**src/rtl/dp_step_tracer.sv**
```systemverilog
// Datapath single-step tracer: runs the datapath for N enabled cycles and
// records {alu_out, muxb_out} per executed cycle into a FWFT trace FIFO.
module dp_step_tracer #(
    parameter int unsigned DATA_W = 32,
    parameter int unsigned DEPTH  = 16,
    parameter int unsigned CNT_W  = 8
) (
    input  logic                  clk,
    input  logic                  rst,
    input  logic                  step_req,
    input  logic [CNT_W-1:0]      step_n,
    input  logic                  stall_on_full,
    input  logic [DATA_W-1:0]     alu_out,
    input  logic [DATA_W-1:0]     muxb_out,
    output logic                  dp_ce,
    output logic                  busy,
    output logic                  done,
    output logic                  rd_valid,
    input  logic                  rd_ready,
    output logic [2*DATA_W-1:0]   rd_data,
    output logic [$clog2(DEPTH):0] level,
    output logic                  overflow
);

    localparam int unsigned PTR_W = $clog2(DEPTH);
    localparam int unsigned LVL_W = $clog2(DEPTH) + 1;
    localparam int unsigned ENT_W = 2 * DATA_W;

    typedef enum logic [1:0] {
        S_IDLE = 2'd0,
        S_RUN  = 2'd1,
        S_HOLD = 2'd2,
        S_FIN  = 2'd3
    } state_e;

    state_e             state_q, state_d;
    logic [CNT_W-1:0]   rem_q, rem_d;
    logic [PTR_W-1:0]   wptr_q, rptr_q;
    logic [LVL_W-1:0]   level_q;
    logic               ovf_q;
    logic [ENT_W-1:0]   mem [DEPTH];

    logic full;
    logic pop;
    logic push;
    logic drop;

    assign full = (level_q == LVL_W'(DEPTH));
    assign pop  = rd_valid && rd_ready;

    // Step sequencing; a full FIFO only blocks the push when nothing drains this cycle
    always_comb begin
        state_d = state_q;
        rem_d   = rem_q;
        dp_ce   = 1'b0;
        push    = 1'b0;
        drop    = 1'b0;
        case (state_q)
            S_IDLE: begin
                if (step_req) begin
                    if (step_n != CNT_W'(0)) begin
                        rem_d   = step_n;
                        state_d = S_RUN;
                    end else begin
                        state_d = S_FIN;
                    end
                end
            end
            S_RUN: begin
                if (full && !pop && stall_on_full) begin
                    state_d = S_HOLD;
                end else begin
                    dp_ce = 1'b1;
                    if (!full || pop) begin
                        push = 1'b1;
                    end else begin
                        drop = 1'b1;
                    end
                    rem_d = rem_q - CNT_W'(1);
                    if (rem_q == CNT_W'(1)) begin
                        state_d = S_FIN;
                    end
                end
            end
            S_HOLD: begin
                if (!full || !stall_on_full) begin
                    state_d = S_RUN;
                end
            end
            S_FIN: begin
                state_d = S_IDLE;
            end
            default: begin
                state_d = S_IDLE;
            end
        endcase
    end

    always_ff @(posedge clk or negedge rst) begin
        if (!rst) begin
            state_q <= S_IDLE;
            rem_q   <= '0;
        end else begin
            state_q <= state_d;
            rem_q   <= rem_d;
        end
    end

    // FIFO bookkeeping; storage itself needs no reset since rd_data is gated by rd_valid
    always_ff @(posedge clk or negedge rst) begin
        if (!rst) begin
            wptr_q  <= '0;
            rptr_q  <= '0;
            level_q <= '0;
            ovf_q   <= 1'b0;
        end else begin
            if (push) begin
                wptr_q <= wptr_q + PTR_W'(1);
            end
            if (pop) begin
                rptr_q <= rptr_q + PTR_W'(1);
            end
            level_q <= level_q + LVL_W'(push) - LVL_W'(pop);
            if (drop) begin
                ovf_q <= 1'b1;
            end
        end
    end

    always_ff @(posedge clk) begin
        if (push) begin
            mem[wptr_q] <= {alu_out, muxb_out};
        end
    end

    assign busy     = (state_q != S_IDLE);
    assign done     = (state_q == S_FIN);
    assign rd_valid = (level_q != LVL_W'(0));
    assign rd_data  = rd_valid ? mem[rptr_q] : '0;
    assign level    = level_q;
    assign overflow = ovf_q;

endmodule

```
**config.mk**
```make
export PLATFORM = sky130hd
export DESIGN_NAME = dp_step_tracer
export DESIGN_NICKNAME = d
export VERILOG_FILES = /design/src/rtl/dp_step_tracer.sv
export SDC_FILE = /design/constraint.sdc
export NUM_CORES = 1
export LEC_CHECK = 0
export ABC_AREA = 1
export CORE_MARGIN = 2
export CORE_UTILIZATION = 40
export CTS_CLUSTER_DIAMETER = 50
export DETAILED_ROUTE_END_ITERATION = 7
export PLACE_DENSITY_LB_ADDON = 0.3
export RECOVER_POWER = 100
export SLEW_MARGIN = 20
export SYNTH_ARGS = -nofsm -noshare
export SYNTH_HDL_FRONTEND = slang
export SYNTH_SLANG_ARGS = --single-unit
```
**constraint.sdc**
```tcl
create_clock -name clk -period 11.2 [get_ports clk]
set_input_delay 2.24 -clock clk [delete_from_list [all_inputs] [get_ports clk]]
set_output_delay 2.24 -clock clk [all_outputs]
set_load 0.02 [all_outputs]
```
==> impl_metrics.csv <==
group,metric,value,unit
routing,routedWlPerCell,19.5,um
timing,hold_viol,0,
yosys,ys_seq_elements,1048,
routing,drc,0,
grt,grt_pass1_wl,174000,um
place,dp_hpwl,53700,um
layout,drive_gt1_frac,0.0454,
timing,rsz0062_at_grt,"false",
power_and_ir_drop,pwr-share-seq,0.369,
routing,wirelength,115000,um
setup_path,crit_path_end_kind,"flip-flop",
floorplanning,ioPinCount,151,
floorplanning,start_util,0.404,
yosys,synthTopCellsByArea,"edfxtp_1, nand2_1, nand3_1, inv_1, buf_2",
timing,clock.fmax,113,MHz
grt,grt_overflow,0,
clock_network,cts.sinks,1048,
power_and_ir_drop,p_int,8.50,mW
layout,seqCellArea,31400,um^2
layout,multiInputGateArea,10200,um^2
layout,syn_to_final_growth,14.0,%
yosys,synth-main-ff-cell,"edfxtp_1",
run,drv_cap,35,
status,violations,"capacitance limit, slew limit",
routing,vias,29400,
layout,final_util,0.461,
yosys,synthXorXnorAreaFrac,0.00196,
clock_network,hold_buffers,0,
layout,final_cells,5902,
timing,max_slew_margin,-1.82,
routing,ant_nets,0,
clock_network,clockRootBuffer,"clkbuf_16",
place,dp.cells,5688,
timing,finalSetupViolCount,0,
setup_path,critPathLaunch,"rd_ready",
clock_network,cts_buffers,112,
timing,tns,0,ps
setup_path,endpoint,"mem[14][43]",
routing,viasPerCell,4.98,
yosys,muxShareOfSynthArea,0,
setup_path,startpoint_type,"input port",
place,gp_congestion,0.752,
setup_path,crit_required,11380,ps
yosys,synth_top_area_cell,"edfxtp_1",
yosys,synth-simple-area-share,0.211,
setup_path,timing.rr.end,"mem[14][43]",
grt,grt_max_degree,277,
setup_path,cp.arrival,9030,ps
timing,fin_ws,2360,ps
grt,grt_util_all_layers,0.198,
yosys,synth-seq-area-share,0.701,
routing,drt_pass1_iterations,6,
clock_network,cts_resized,0,
floorplanning,die_w,338,um
setup_path,crit_fanout,44,
yosys,syn_inst,4223,
layout,fin_nets,4406,
grt,grt_pass1_vias,28400,
timing,period_share,0.790,
yosys,synthAdderAreaFrac,0.00408,
layout,fillCellCount,10200,
floorplanning,die-area,115000,um^2
clock_network,h-tree-depth,3,
clock_network,cts_tree,"built",
layout,final_cell_area,51000,um^2
yosys,yosysTopAreaCellShare,0.687,
yosys,syn_area_per_cell,10.6,um^2
power_and_ir_drop,peakVddDrop,0.222,mV
yosys,synthesis.area,44700,um^2
power_and_ir_drop,p_comb_frac,0.360,
clock_network,cts.clk_slew.worst_paths,60,ps
power_and_ir_drop,swShare,0.381,
min_path,hold_path_class,"flip-flop to flip-flop",
place,io_buffers,150,
routing,dr.first_iter.drc_count,2727,
status,status,"finished, violations left",
yosys,async_reset_ff_frac,0.0229,
floorplanning,core_area,111000,um^2
clock_network,insertion_delay,700,ps
yosys,synthMostInstantiatedCell,"nand2_1",
power_and_ir_drop,clockPowerShare,0.271,
setup_path,rrSetupSlack,3440,ps
timing,tightest_slew,4230,ps
place,place_ws,4400,ps
yosys,synth-compound-area-share,0.00942,
timing,slew_violations,1286,
timing,post-route-min-period,8840,ps
timing,fin_skew,36.0,ps
power_and_ir_drop,pwr_density_cell,269,nW/um^2
clock_network,clockBufferDepth,3,
power_and_ir_drop,p_sw,5.23,mW
timing,hold_slack,498,ps
place,postPlaceCellArea,47500,um^2
yosys,synth_warnings,0,
floorplanning,rows,122,
setup_path,worstRegToRegCells,7,
grt,antenna_found_initial,18,
setup_path,r2r_start,"state_q[0]",
power_and_ir_drop,p_leak,20.7,nW
yosys,syn-num-nets,4314,
floorplanning,die_h,338,um
yosys,synth_top_family_by_area,"simple AND/OR/NAND/NOR gates",
yosys,synth_edf_count,1024,
clock_network,cts_setup_buffers,0,
yosys,synth_commonest_cells,"nand2_1, edfxtp_1, nand3_1",
setup_path,crit_type,"input port to flip-flop",
power_and_ir_drop,totalPowerFinal,13.7,mW
yosys,ys_types,24,
==> worst max-delay path: stages <==
cell,delay (ps)
dlygate4sd3_1,570
inv_1,50
nand4_1,140
nand2_1,260
inv_1,280
nand2_1,230
nor2_1,2080
clkbuf_1,3110
==> logic make-up (layout without fill, tap and decap cells) <==
family	Yosys count	count (layout)
buffers and inverters	774	959
AOI/OAI and AO/OA	83	83
and+or+nand+nor	2294	2294
xor gates and xnor gates	10	10
adders and majority gates	14	14
DFF	1048	1048
other	0	6
==> metal layers <==
layer  up-vias  track usage  share of wire  wire, um
met2      1023        0.330           0.47     54500
met1     14100        0.267           0.43     49300
met4         4       0.0703          0.029      3340
met5         -            0        0.00019        22
li1      14000            -              -         -
met3       215       0.0273          0.067      7730
==> power groups by stage <==
stage / sequential [mW] / clock, mW / combinational (mW)
2_1_floorplan: 5.01 / 0 / 3.33
3_3_place_gp: 5.09 / 0 / 5.02
3_5_place_dp: 5.10 / 0 / 5.06
4_1_cts: 5.02 / 3.78 / 5.08
5_1_grt: 5.10 / 3.94 / 5.45
6_report: 5.06 / 3.73 / 4.94
==> worst min-delay path by stage <==
stage                  start        to  slack, ps  cells past startpoint
floorplan           rem_q[1]  rem_q[1]        450                      2
global placement    overflow  overflow        470                      1
detailed placement  overflow  overflow        470                      1
CTS                 overflow  overflow        490                      1
global route        overflow  overflow        510                      1
finish              overflow  overflow        500                      1
==> layout make-up <==
cell class	count	share of cell area
flip-flops and latches	1048	0.615
multi-input cells	2401	0.200
clock buffers	138	0.0579
inverters	554	0.0414
well taps	1488	0.0365
repair buffers	198	0.0346
clock inverters	69	0.0151
diodes	6	0.000294
==> layout by cell type, fill, tap and decap left out, types with 2 or more instances in the layout <==
master	count
clkdlybuf4s50_1	22
nor2_4	8
inv_6	8
inv_1	549
nand2_1	1596
diode_2	6
inv_16	2
clkinv_1	17
dfrtp_4	3
clkbuf_16	114
nand4_1	4
clkinv_4	4
dfrtp_1	21
bufinv_16	13
a21oi_1	68
nor2_1	30
dlygate4sd3_1	128
o21ai_0	13
inv_4	2
buf_4	12
nand3_1	655
xor2_1	9
edfxtp_1	1024
inv_8	5
clkbuf_1	55
buf_12	2
ha_1	13
clkinvlp_4	5
clkinv_2	17
==> sequential cells by signal, summed over array words and instances (netlist names) <==
register and flops:
mem 1024, rem_q 8, level 5, rptr_q 4
wptr_q 4, state_q 2, overflow 1
(Power assumes the default switching activity.)
